$ cat src/rtl/riscv151_pkg.sv
// Shared constants for the Riscv151 core: datapath width, reset vector,
// canonical NOP and the base opcodes seen by the front end and decode.
package riscv151_pkg;

    localparam int          RV_XLEN     = 32;
    localparam logic [31:0] RV_PC_RESET = 32'h0000_2000;
    localparam logic [31:0] INST_NOP    = 32'h0000_0013;

    localparam logic [6:0] OPC_RTYPE  = 7'b0110011;
    localparam logic [6:0] OPC_ITYPE  = 7'b0010011;
    localparam logic [6:0] OPC_STYPE  = 7'b0100011;
    localparam logic [6:0] OPC_BTYPE  = 7'b1100011;
    localparam logic [6:0] OPC_JTYPE  = 7'b1101111;
    localparam logic [6:0] OPC_JRTYPE = 7'b1100111;
    localparam logic [6:0] OPC_AUIPC  = 7'b0010111;
    localparam logic [6:0] OPC_LUI    = 7'b0110111;

endpackage

$ cat src/rtl/fetch_queue.sv
// Synchronous FIFO holding {instruction, pc} entries between icache and decode.
// Caller guarantees no push when full and no pop when empty.
module fetch_queue
    import riscv151_pkg::*;
#(
    parameter int DEPTH = 4,
    parameter int WIDTH = 2 * RV_XLEN,
    localparam int CW = $clog2(DEPTH + 1)
) (
    input  logic             clk,
    input  logic             reset,
    input  logic             push,
    input  logic [WIDTH-1:0] push_data,
    input  logic             pop,
    input  logic             flush,
    output logic [WIDTH-1:0] head_data,
    output logic [CW-1:0]    count
);

    localparam int PW = $clog2(DEPTH);

    logic [WIDTH-1:0] mem [DEPTH];
    logic [PW-1:0]    rd_ptr;
    logic [PW-1:0]    wr_ptr;
    logic [CW-1:0]    cnt;

    always_ff @(posedge clk) begin
        if (reset) begin
            rd_ptr <= '0;
            wr_ptr <= '0;
            cnt    <= '0;
            for (int i = 0; i < DEPTH; i++) begin
                mem[i] <= '0;
            end
        end else if (flush) begin
            rd_ptr <= '0;
            wr_ptr <= '0;
            cnt    <= '0;
        end else begin
            if (push) begin
                mem[wr_ptr] <= push_data;
                wr_ptr      <= wr_ptr + PW'(1);
            end
            if (pop) begin
                rd_ptr <= rd_ptr + PW'(1);
            end
            case ({push, pop})
                2'b10:   cnt <= cnt + CW'(1);
                2'b01:   cnt <= cnt - CW'(1);
                default: cnt <= cnt;
            endcase
        end
    end

    assign head_data = mem[rd_ptr];
    assign count     = cnt;

endmodule

$ cat src/rtl/riscv_fetch_unit.sv
// Instruction-fetch front end: owns the fetch PC, issues one icache read per
// cycle under queue credit, and buffers responses for decode.
module riscv_fetch_unit
    import riscv151_pkg::*;
#(
    parameter int              XLEN     = RV_XLEN,
    parameter logic [XLEN-1:0] PC_RESET = XLEN'(RV_PC_RESET),
    parameter int              IQ_DEPTH = 4,
    localparam int CW = $clog2(IQ_DEPTH + 1)
) (
    input  logic            clk,
    input  logic            reset,
    input  logic            stall,
    output logic [XLEN-1:0] icache_addr,
    output logic            icache_re,
    input  logic [XLEN-1:0] icache_dout,
    input  logic            redirect_valid,
    input  logic [XLEN-1:0] redirect_pc,
    input  logic            deq_ready,
    output logic            inst_valid,
    output logic [XLEN-1:0] inst,
    output logic [XLEN-1:0] inst_pc,
    output logic [CW-1:0]   iq_count
);

    logic [XLEN-1:0]   fpc;
    logic              inflight;
    logic [XLEN-1:0]   inflight_pc;

    logic              accept;
    logic              redir;
    logic              pop_req;
    logic              issue;
    logic              q_push;
    logic              q_pop;
    logic [XLEN-1:0]   target;
    logic [CW:0]       occ_next;
    logic [2*XLEN-1:0] head;
    logic              unused_addr_bits;

    assign accept  = !stall;
    assign redir   = accept && redirect_valid;
    assign pop_req = accept && inst_valid && deq_ready;
    assign target  = {redirect_pc[XLEN-1:2], 2'b00};

    assign unused_addr_bits = ^redirect_pc[1:0];

    // Credit looks at occupancy after this cycle's pop or flush, so a draining
    // or redirected queue can issue in the same cycle.
    always_comb begin
        occ_next = '0;
        if (!redir) begin
            occ_next = {1'b0, iq_count} - (CW+1)'(pop_req) + (CW+1)'(inflight);
        end
    end

    assign icache_re   = !reset && (occ_next < (CW+1)'(IQ_DEPTH));
    assign icache_addr = redir ? target : fpc;
    assign issue       = accept && icache_re;

    assign q_push = accept && inflight && !redir;
    assign q_pop  = pop_req && !redir;

    always_ff @(posedge clk) begin
        if (reset) begin
            fpc         <= PC_RESET;
            inflight    <= 1'b0;
            inflight_pc <= '0;
        end else if (accept) begin
            if (issue) begin
                fpc         <= icache_addr + XLEN'(4);
                inflight    <= 1'b1;
                inflight_pc <= icache_addr;
            end else begin
                inflight <= 1'b0;
                if (redir) begin
                    fpc <= target;
                end
            end
        end
    end

    fetch_queue #(
        .DEPTH (IQ_DEPTH),
        .WIDTH (2 * XLEN)
    ) u_queue (
        .clk       (clk),
        .reset     (reset),
        .push      (q_push),
        .push_data ({icache_dout, inflight_pc}),
        .pop       (q_pop),
        .flush     (redir),
        .head_data (head),
        .count     (iq_count)
    );

    assign inst_valid = (iq_count != '0);
    assign inst       = head[2*XLEN-1:XLEN];
    assign inst_pc    = head[XLEN-1:0];

endmodule

$ cat config.mk
export PLATFORM = sky130hd
export DESIGN_NAME = riscv_fetch_unit
export DESIGN_NICKNAME = d
export VERILOG_FILES = /design/src/rtl/riscv151_pkg.sv /design/src/rtl/fetch_queue.sv /design/src/rtl/riscv_fetch_unit.sv
export SDC_FILE = /design/constraint.sdc
export NUM_CORES = 1
export LEC_CHECK = 0
export CORE_MARGIN = 2
export CORE_UTILIZATION = 29
export DETAILED_ROUTE_END_ITERATION = 6
export PLACE_DENSITY = 0.43
export SLEW_MARGIN = 10
export SYNTH_ARGS = -nofsm -noshare
export SYNTH_HDL_FRONTEND = slang
export SYNTH_HIERARCHICAL = 1
export SYNTH_SLANG_ARGS = --single-unit
$ cat constraint.sdc
create_clock -name clk -period 5.85 [get_ports clk]
set_clock_uncertainty 0.05 [all_clocks]
set_input_delay 0.585 -clock clk [delete_from_list [all_inputs] [get_ports clk]]
set_output_delay 0.585 -clock clk [all_outputs]
set_load 0.02 [all_outputs]
## Word-level counts from Yosys, hierarchy flattened

Memories as Yosys holds them, arrays and structs flattened. A register that Yosys moved wholly into a read port is not among the register bits.
Index checks and enable logic that the tools add are counted.

| word-level totals | value |
|---|---|
| bits in writable memories | 256 |
| memories | 1 |
| word-level logic and storage cells | 50 |
| bits of input ports | 69 |
| bits in registers | 72 |
| output and inout port bits | 101 |

| operators by class | value |
|---|---|
| eq/ne operators | 2 |
| reduce and logical (&&, ||, !) cells | 16 |
| muxes and demuxes | 16 |
| bitwise gates (word level) | 1 |
| magnitude comparators | 1 |
| add/subtract/negate cells | 7 |

Memory list:

| memory | words | width | rd ports | clocked after Yosys merged registers in | wr ports | RTL line | RTL |
|---|---|---|---|---|---|---|---|
| u_queue.mem | 4 | 64 | 1 | 1 | 4 | fetch_queue.sv:22 | `logic [WIDTH-1:0] mem [DEPTH];` |

Operators by type and width:

| cell | number |
|---|---|
| $mux 32 | 2 |
| $mux 64 | 1 |
| $reduce_or 64->1 | 1 |
| $add 32x3->32 const B | 1 |
| $logic_and 1x1->1 | 8 |
| $mux 1 | 8 |
| $mux 2 | 3 |
| $pmux 3 s2 | 1 |
| $add 2x1->2 const B | 2 |
| $add 4x1->4 | 1 |
| $lt 4x3->1 const B | 1 |
| $mux 4 | 1 |
| $sub 3x1->4 | 1 |
| $add 3x1->3 const B | 1 |
| $logic_not 1->1 | 3 |
| $reduce_bool 3->1 | 1 |
| $sub 3x1->3 const B | 1 |
| $eq 2x1->1 const B | 1 |
| $eq 2x2->1 const B | 1 |
| $reduce_and 2->1 | 1 |
| $reduce_bool 2->1 | 1 |
| $reduce_or 2->1 | 1 |
| $not 1->1 | 1 |

## Logic depth before layout (Yosys ltp)

Gate-level depths: netlist (run 1).

| depth | value |
|---|---|
| word-level depth | 10 |
| gate-level depth with buffers | 17 |
| gate-level depth less buffers | 11 |

## Hierarchy

The synthesis (run 1) kept the hierarchy.

Modules (own cells, without submodules):

| module | times used | area each (µm²) | cells each | seq. area each (µm²) |
|---|---|---|---|---|
| fetch_queue | 1 | 11328.4 | 733 | 7867.5 |
| riscv_fetch_unit | 1 | 3509.6 | 422 | 1301.2 |

## Least setup slack after synthesis (run 1)

OpenSTA, ideal clock, no wires.

| path | value |
|---|---|
| path type | input port to flip-flop |
| from | input port stall |
| to | memory u_queue/mem[2][0] in the netlist's numbering, enable pin |
| data arrival time | 3383 ps |
| required time | 5367 ps |
| setup slack | 1985 ps |
| cell stages on the path | 11 |
| cell sequence | buf_6 nand2b_4 buf_8 inv_8 buf_6 buf_6 buf_2 buf_2 nor2_1 nand3_1 nand2b_1 |

RTL lines:

| element | RTL line | RTL |
|---|---|---|
| start, declared | riscv_fetch_unit.sv:13 | `input logic stall,` |
| end, declared | fetch_queue.sv:22 |  |

## Final worst setup path (run 1)

| path | value |
|---|---|
| from | input port stall |
| to | output port icache_re |

| on the way | value |
|---|---|
| longest elaborated chain between the ends | 8 |
| elaborated cells between the ends (all ways) | 9 |
| those cells by class | add/sub: 2; order compare: 1; mux: 1; reduce/logical: 5 |

RTL lines:

| element | RTL line | RTL |
|---|---|---|
| $logic_not 1->1 (*) | riscv_fetch_unit.sv:41 | `assign accept = !stall;` |
| $logic_and 1x1->1 (2 in series) | riscv_fetch_unit.sv:43 | `assign pop_req = accept && inst_valid && deq_ready;` |
| $sub 3x1->4 | riscv_fetch_unit.sv:53 | `occ_next = {1'b0, iq_count} - (CW+1)'(pop_req) + (CW+1)'(inflight);` |
| $add 4x1->4 | riscv_fetch_unit.sv:53 |  |
| $mux 4 (*) | riscv_fetch_unit.sv:52 | `if (!redir) begin` |
| $lt 4x3->1 (*) | riscv_fetch_unit.sv:57 | `assign icache_re = !reset && (occ_next < (CW+1)'(IQ_DEPTH));` |
| $logic_and 1x1->1 (*) | riscv_fetch_unit.sv:57 |  |
| end, declared | riscv_fetch_unit.sv:15 | `output logic icache_re,` |

Mark *: on every way between the ends. The rest lies on a longest branch, timed or not.

==> impl_metrics.yaml, run 1 <==
status:
  status: "completed"
cts:
  cts.htree.levels: 2
  cts_tree: "done"
  clk_transition_reported_paths_ns: 0.06
  clkLatencyLatePin_ns: 0.55
  cts-buffers-inserted: 39
  cts.hold.buffers_added: 0
  cts_root_buffer: "clkbuf_16"
  cts.repair.resized: 0
  clkSinkCount: 330
  cts.repair_timing.setup_buffer_count: 0
  clock_tree.buffer_depth: 3
global_route:
  grt_util_all_layers_pct: 15.5
  grt.overflow.total: 0
  via_count_of_the_first_global_routing_pass: 9880
  grt_first_pass_wirelength_mm: 62.0
  antenna_found_initial: 0
  maximum_number_of_pins_on_one_net_before_global_route_repair: 79
setup_path:
  timing.critical_path.to_type: "primary output"
  critPathLaunchType: "input port"
  path_max_fanout: 18
  crit_type: "input port to primary output"
  worst_path_largest_cell_delay_ns: 0.64
  r2r_setup_slack_ns: 2.32
  r2r-end: "fpc[29]"
  r2r-start: "u_queue/count[2]"
  crit_family: "buffers and inverters"
  number_of_cells_on_the_worst_reg_to_reg_path: 12
  worstPathCellList: "clkdlybuf4s50_1 -> buf_4 -> inv_1 -> and3_1 -> ha_1 -> inv_1 -> ha_1 -> and3b_1 -> nor4_1 -> buf_4 -> o31ai_1 -> buf_4 -> inv_1 -> clkdlybuf4s50_1"
  worst_path_max_delay_cell: "clkdlybuf4s50_1"
  arrival_ns: 3.82
  critPathRequiredTime_ns: 5.22
  crit_buf_inv: 8
sta:
  min_period_ns: 4.45
  max_slew_margin_pct: 32.9
  worst_hold_slack_ns: 0.426
  grt_setup_unrepaired: "false"
  setup-violations-final: 0
  setup_tns_ns: 0
  timing_hold_violations_final: 0
  worst_slew_pin_slew_ns: 1.01
  fin_ws_ns: 1.40
  period_share_pct: 76.1
  maxSlewViolCount: 0
  max_freq_ghz: 0.225
floorplan:
  coreArea_mm2: 0.0504
  fp.dieArea_mm2: 0.0530
  top_level_ports: 170
  floorplan.initialDensity_pct: 29.5
  dieHeight_um: 230
  placementRows: 82
  die_w_um: 230
route:
  initialDrtViolationCount: 613
  post-route-drc-count: 0
  avgViaCountPerCell: 4.70
  drt_wl_total_mm: 40.6
  avgRoutedWirePerCell_um: 20.2
  antenna_violating_nets_post_route: 0
  dr.pass1.iters: 5
  dr_total_vias: 9447
power_and_ir_drop:
  p_per_area_mw_per_mm2: 296
  power.ir.vdd_worst_mv: 0.196
  power.static_leakage_nw: 6.22
  post-layout-total-power_mw: 5.41
hold_path:
  hold_path_class: "register to register"
  end_point_of_the_worst_hold_path: "inflight_pc[9]"
  hold_path_startpoint: "inflight_pc[9]"
  whs_path_depth: 2
flow_run:
  maxCapViolations: 0
placement:
  detailed_place.area_mm2: 0.0170
  pre_cts_ws_ns: 1.41
  io_buffer_count: 167
  globalplace.congestion: 0.771
  place.detailed.hpwl_mm: 23.9
logic_synthesis:
  sequential_cell_area_fraction_in_the_yosys_report_pct: 61.8
  avgSynthCellArea_um2: 12.8
  synth.yosys.warnings: 6
  synthesis.area_mm2: 0.0148
  postSynth.topFlopCell: "edfxtp_1"
  syn-instance-count: 1155
  synth-seq-cells: 330
  syn_nets: 1230
  synth-edff-count: 256
  synthArstFlopShare_pct: 0
  post_synth_num_cell_types: 69
cells_and_area:
  antennaDiodeCount: 0
  filler_cell_count: 4918
  final_layout_size_suffix_gt1_share_pct: 12.2
  nNetsFinal: 1382
  layout-area-overhead-vs-synth_pct: 23.0
  final_area_mm2: 0.0182
## worst max path at each step
stage	start	cells past startpoint	slack, ns	to
2_1_floorplan	stall	11	1.98	u_queue/mem[2][0]
6_report	stall	14	1.40	icache_re
5_1_grt	stall	14	1.21	icache_re
3_3_place_gp	stall	14	1.34	icache_re
3_5_place_dp	stall	14	1.41	icache_re
4_1_cts	stall	14	1.40	icache_re
## logic make-up after synthesis
logic type | Yosys count | synth area share, %
fa+ha+maj | 6 | 0.557
mux | 103 | 12.6
flops | 330 | 61.8
compound gates | 84 | 3.79
simple gates | 505 | 15.7
buf+inv | 114 | 4.88
xor+xnor | 13 | 0.767
## synthesized netlist by cell type, types with 4 or more instances
cell type | count | area (µm²)
a211oi_1 | 14 | 105
a21oi_1 | 13 | 65.1
a31oi_1 | 4 | 25.0
and3_1 | 5 | 31.3
buf_12 | 6 | 120
buf_2 | 23 | 115
buf_6 | 20 | 225
clkbuf_1 | 24 | 90.1
dfxtp_1 | 74 | 1480
edfxtp_1 | 256 | 7690
ha_1 | 5 | 62.6
inv_1 | 38 | 143
mux2i_1 | 34 | 340
mux4_1 | 4 | 105
mux4_2 | 60 | 1350
nand2_1 | 42 | 158
nand2b_1 | 69 | 432
nand3_1 | 23 | 115
nand4_1 | 7 | 43.8
nor2_1 | 300 | 1130
nor3_1 | 22 | 110
nor4_1 | 9 | 56.3
o21ai_0 | 25 | 125
o31ai_1 | 4 | 30.0
xnor2_1 | 9 | 78.8
xor2_1 | 4 | 35.0
## power by group
part	total (mW)	switching [mW]	internal (mW)	leakage, nW
combinational	0.465	0.273	0.192	2.38
clock	2.30	0.965	1.33	0.584
sequential	2.64	0.0326	2.61	3.25
total	5.41	1.27	4.13	6.22
## stage by stage
stage / instances / utilization, %
5_1_grt: 2009 / 36.2
6_report: 2009 / 36.2
3_3_place_gp: 1938 / 33.8
3_5_place_dp: 1938 / 33.8
4_1_cts: 2009 / 36.2
2_1_floorplan: 1155 / -
## registers in the layout, indices dropped and copies added, names as in the netlist, named ones only
signal and count:
fpc 32, inflight 1, inflight_pc 32, u_queue/count 3, u_queue/mem 256, u_queue/rd_ptr 2
u_queue/wr_ptr 2
## layer usage
metal,share of wire (%),GRT usage [%],wire [µm],up-vias
met4,1.6,3.49,646,0
met2,47,25.2,19000,258
met5,0,0,0,-
met3,5.5,3.47,2230,50
li1,-,-,-,4488
met1,46,21.0,18700,4651
## placed cells by master (no fill, tap or decap), drive strengths merged, types with 6 or more instances in the layout
cell type,count
mux4,64
clkinv,14
xnor2,9
nor2,300
nand3,23
o21ai,25
mux2i,35
nand2,42
inv,40
nor4,10
nand4,7
a211oi,14
clkdlybuf4s50,166
or3,6
nand2b,70
dfxtp,74
edfxtp,256
buf,20
nor3,22
a21oi,13
clkbuf,52
## final cells by class
cell class / count / area, µm² / area share (%)
multi-input combinational: 711 / 5020 / 27.5
clock inverter: 19 / 140 / 0.768
clock buffer: 52 / 1070 / 5.84
inverter: 39 / 154 / 0.844
sequential: 330 / 9180 / 50.3
tap: 672 / 841 / 4.61
timing repair buffer: 186 / 1850 / 10.1
## tightest hold or removal path: stages (launching register included)
cell     delay [ns]
dfxtp_1        0.32
nand3_1        0.06
o21ai_0        0.06
(Power assumes the default switching activity.)
==> run 2: changes to the inputs <==
- PLACE_DENSITY: 0.43 -> 0.44
- clock period: 5.85 -> 3.6 ns (I/O delays scaled with it)
==> impl_metrics.yaml, run 2 (synthesis results as in run 1) <==
status:
  status: "completed"
cells_and_area:
  most-common-layout-cells: "300 x nor2_1, 256 x edfxtp_1, 165 x clkdlybuf4s50_1, 72 x dfxtp_1, 65 x nand2b_1"
  layout_top_registers: "u_queue/mem: 256 flops, fpc: 32 flops, inflight_pc: 32 flops"
  largest_register: "u_queue/mem"
  layout-area-overhead-vs-synth_pct: 26.4
  most_common_cell_after_layout_fill_and_taps_aside: "nor2_1"
  antennaDiodeCount: 0
  stdcell_count: 2055
  final_layout_size_suffix_gt1_share_pct: 15.3
  largest_register_ffs: 256
  nNetsFinal: 1427
  postLayoutCoreUtil_pct: 37.2
  filler_cell_count: 4925
floorplan:
  top_level_ports: 170
  coreArea_mm2: 0.0504
  floorplan.initialDensity_pct: 29.5
  die_w_um: 230
  placementRows: 82
  fp.dieArea_mm2: 0.0530
  dieHeight_um: 230
hold_path:
  hold_path_class: "input port to register"
  end_point_of_the_worst_hold_path: "fpc[12]"
  hold_path_startpoint: "reset"
  whs_path_depth: 2
sta:
  setup-violations-final: 0
  max_slew_margin_pct: 38.4
  period_share_pct: 96.8
  timing_hold_violations_final: 0
  min_period_ns: 3.48
  maxSlewViolCount: 0
  grt_setup_unrepaired: "false"
  worst_slew_pin_slew_ns: 0.925
  max_freq_ghz: 0.287
  setup_tns_ns: 0
route:
  post-route-drc-count: 0
  avgViaCountPerCell: 4.67
  avgRoutedWirePerCell_um: 19.7
  initialDrtViolationCount: 492
  dr.pass1.iters: 4
  drt_wl_total_mm: 40.5
  antenna_violating_nets_post_route: 0
  dr_total_vias: 9600
setup_path:
  path_max_fanout: 4
  r2r-end: "fpc[31]"
  critPathRequiredTime_ns: 3.19
  crit_type: "register to primary output"
  crit_family: "simple AND/OR/NAND/NOR gates"
  critPathLaunchType: "register"
  timing.critical_path.to_type: "primary output"
  worstPathCellList: "or3_1 -> and3_1 -> ha_1 -> inv_1 -> ha_1 -> and3b_1 -> o211a_1 -> o31ai_2 -> inv_2 -> dlygate4sd2_1"
  r2r_setup_slack_ns: 0.38
  arrival_ns: 3.07
  cp_num_cells: 10
  worst_path_max_delay_cell: "or3_1"
  worst_path_largest_cell_delay_ns: 0.40
  r2r-start: "u_queue/count[2]"
  number_of_cells_on_the_worst_reg_to_reg_path: 13
  critical_path.most_common_cell: "ha_1"
  crit_buf_inv: 3
global_route:
  grt_use_met2_pct: 26.1
  maximum_number_of_pins_on_one_net_before_global_route_repair: 65
  grt.overflow.total: 0
  grt_first_pass_wirelength_mm: 61.8
  grt_util_all_layers_pct: 15.4
  gr-max-usage-layer: "met2"
  via_count_of_the_first_global_routing_pass: 10132
  global_route.usage.met1_pct: 20.3
  grt_util_met3_pct: 2.58
  antenna_found_initial: 0
power_and_ir_drop:
  power.ir.vdd_worst_mv: 0.246
  power.static_leakage_nw: 6.49
  clock_power_share_pct: 43.9
  seq_power_share_pct: 47.3
  gate_power_share_pct: 8.8
  cellInternalPower_mw: 6.98
  p_per_area_mw_per_mm2: 484
  power.switching_fraction_pct: 23.2
  net-switching-power_mw: 2.10
cts:
  cts-buffers-inserted: 40
  cts_tree: "done"
  cts_root_buffer: "clkbuf_16"
  clk_transition_reported_paths_ns: 0.05
  cts.repair.resized: 2
  cts.repair_timing.setup_buffer_count: 0
  cts.htree.levels: 2
  clkLatencyLatePin_ns: 0.53
  clkSinkCount: 330
  cts.hold.buffers_added: 0
  clock_tree.buffer_depth: 3
placement:
  place.detailed.hpwl_mm: 25.2
  placed_cells: 1982
  globalplace.congestion: 0.799
  io_buffer_count: 167
flow_run:
  maxCapViolations: 0
## run 2: how the worst max path moves through the flow
stage / start / to / slack [ns]
6_report: u_queue/count[2] / icache_re / 0.12
5_1_grt: u_queue/count[2] / icache_re / 0.02
4_1_cts: u_queue/count[2] / icache_re / 0.03
3_5_place_dp: stall / icache_re / 0.08
3_3_place_gp: stall / icache_re / 0.07
2_1_floorplan: u_queue/count[2] / fpc[31] / 0.05
## run 2: metrics by stage
stage	worst slack [ns]	power, mW	hold slack, ns	instance area (µm²)
6_report	0.117	9.08	0.145	18800
5_1_grt	0.0182	9.41	0.145	18800
2_1_floorplan	0.0473	4.77	0.384	14800
4_1_cts	0.0304	9.22	0.121	18800
3_5_place_dp	0.0827	5.19	0.412	17500
3_3_place_gp	0.0691	5.19	0.401	17500
## run 2: final cells by class
cell class	count	area, µm²	share of cell area [%]
sequential	330	9180	48.9
clock buffer	47	1060	5.64
tap	672	841	4.48
clock inverter	26	240	1.28
multi-input combinational	711	5010	26.7
timing repair buffer	230	2280	12.1
inverter	39	154	0.821
## run 2: power by group through the flow
stage / combinational (mW) / clock [mW] / sequential [mW]
floorplan: 0.415 / 0 / 4.36
global placement: 0.819 / 0 / 4.37
detailed placement: 0.818 / 0 / 4.37
CTS: 0.822 / 4.11 / 4.29
global route: 0.867 / 4.24 / 4.31
finish: 0.801 / 3.99 / 4.29
## run 2: per-layer routing
| metal | wire (µm) | up-vias |
|---|---|---|
| met1 | 18200 | 4741 |
| met4 | 691 | 0 |
| met3 | 1950 | 47 |
| li1 | - | 4574 |
| met5 | 0 | - |
| met2 | 19700 | 238 |
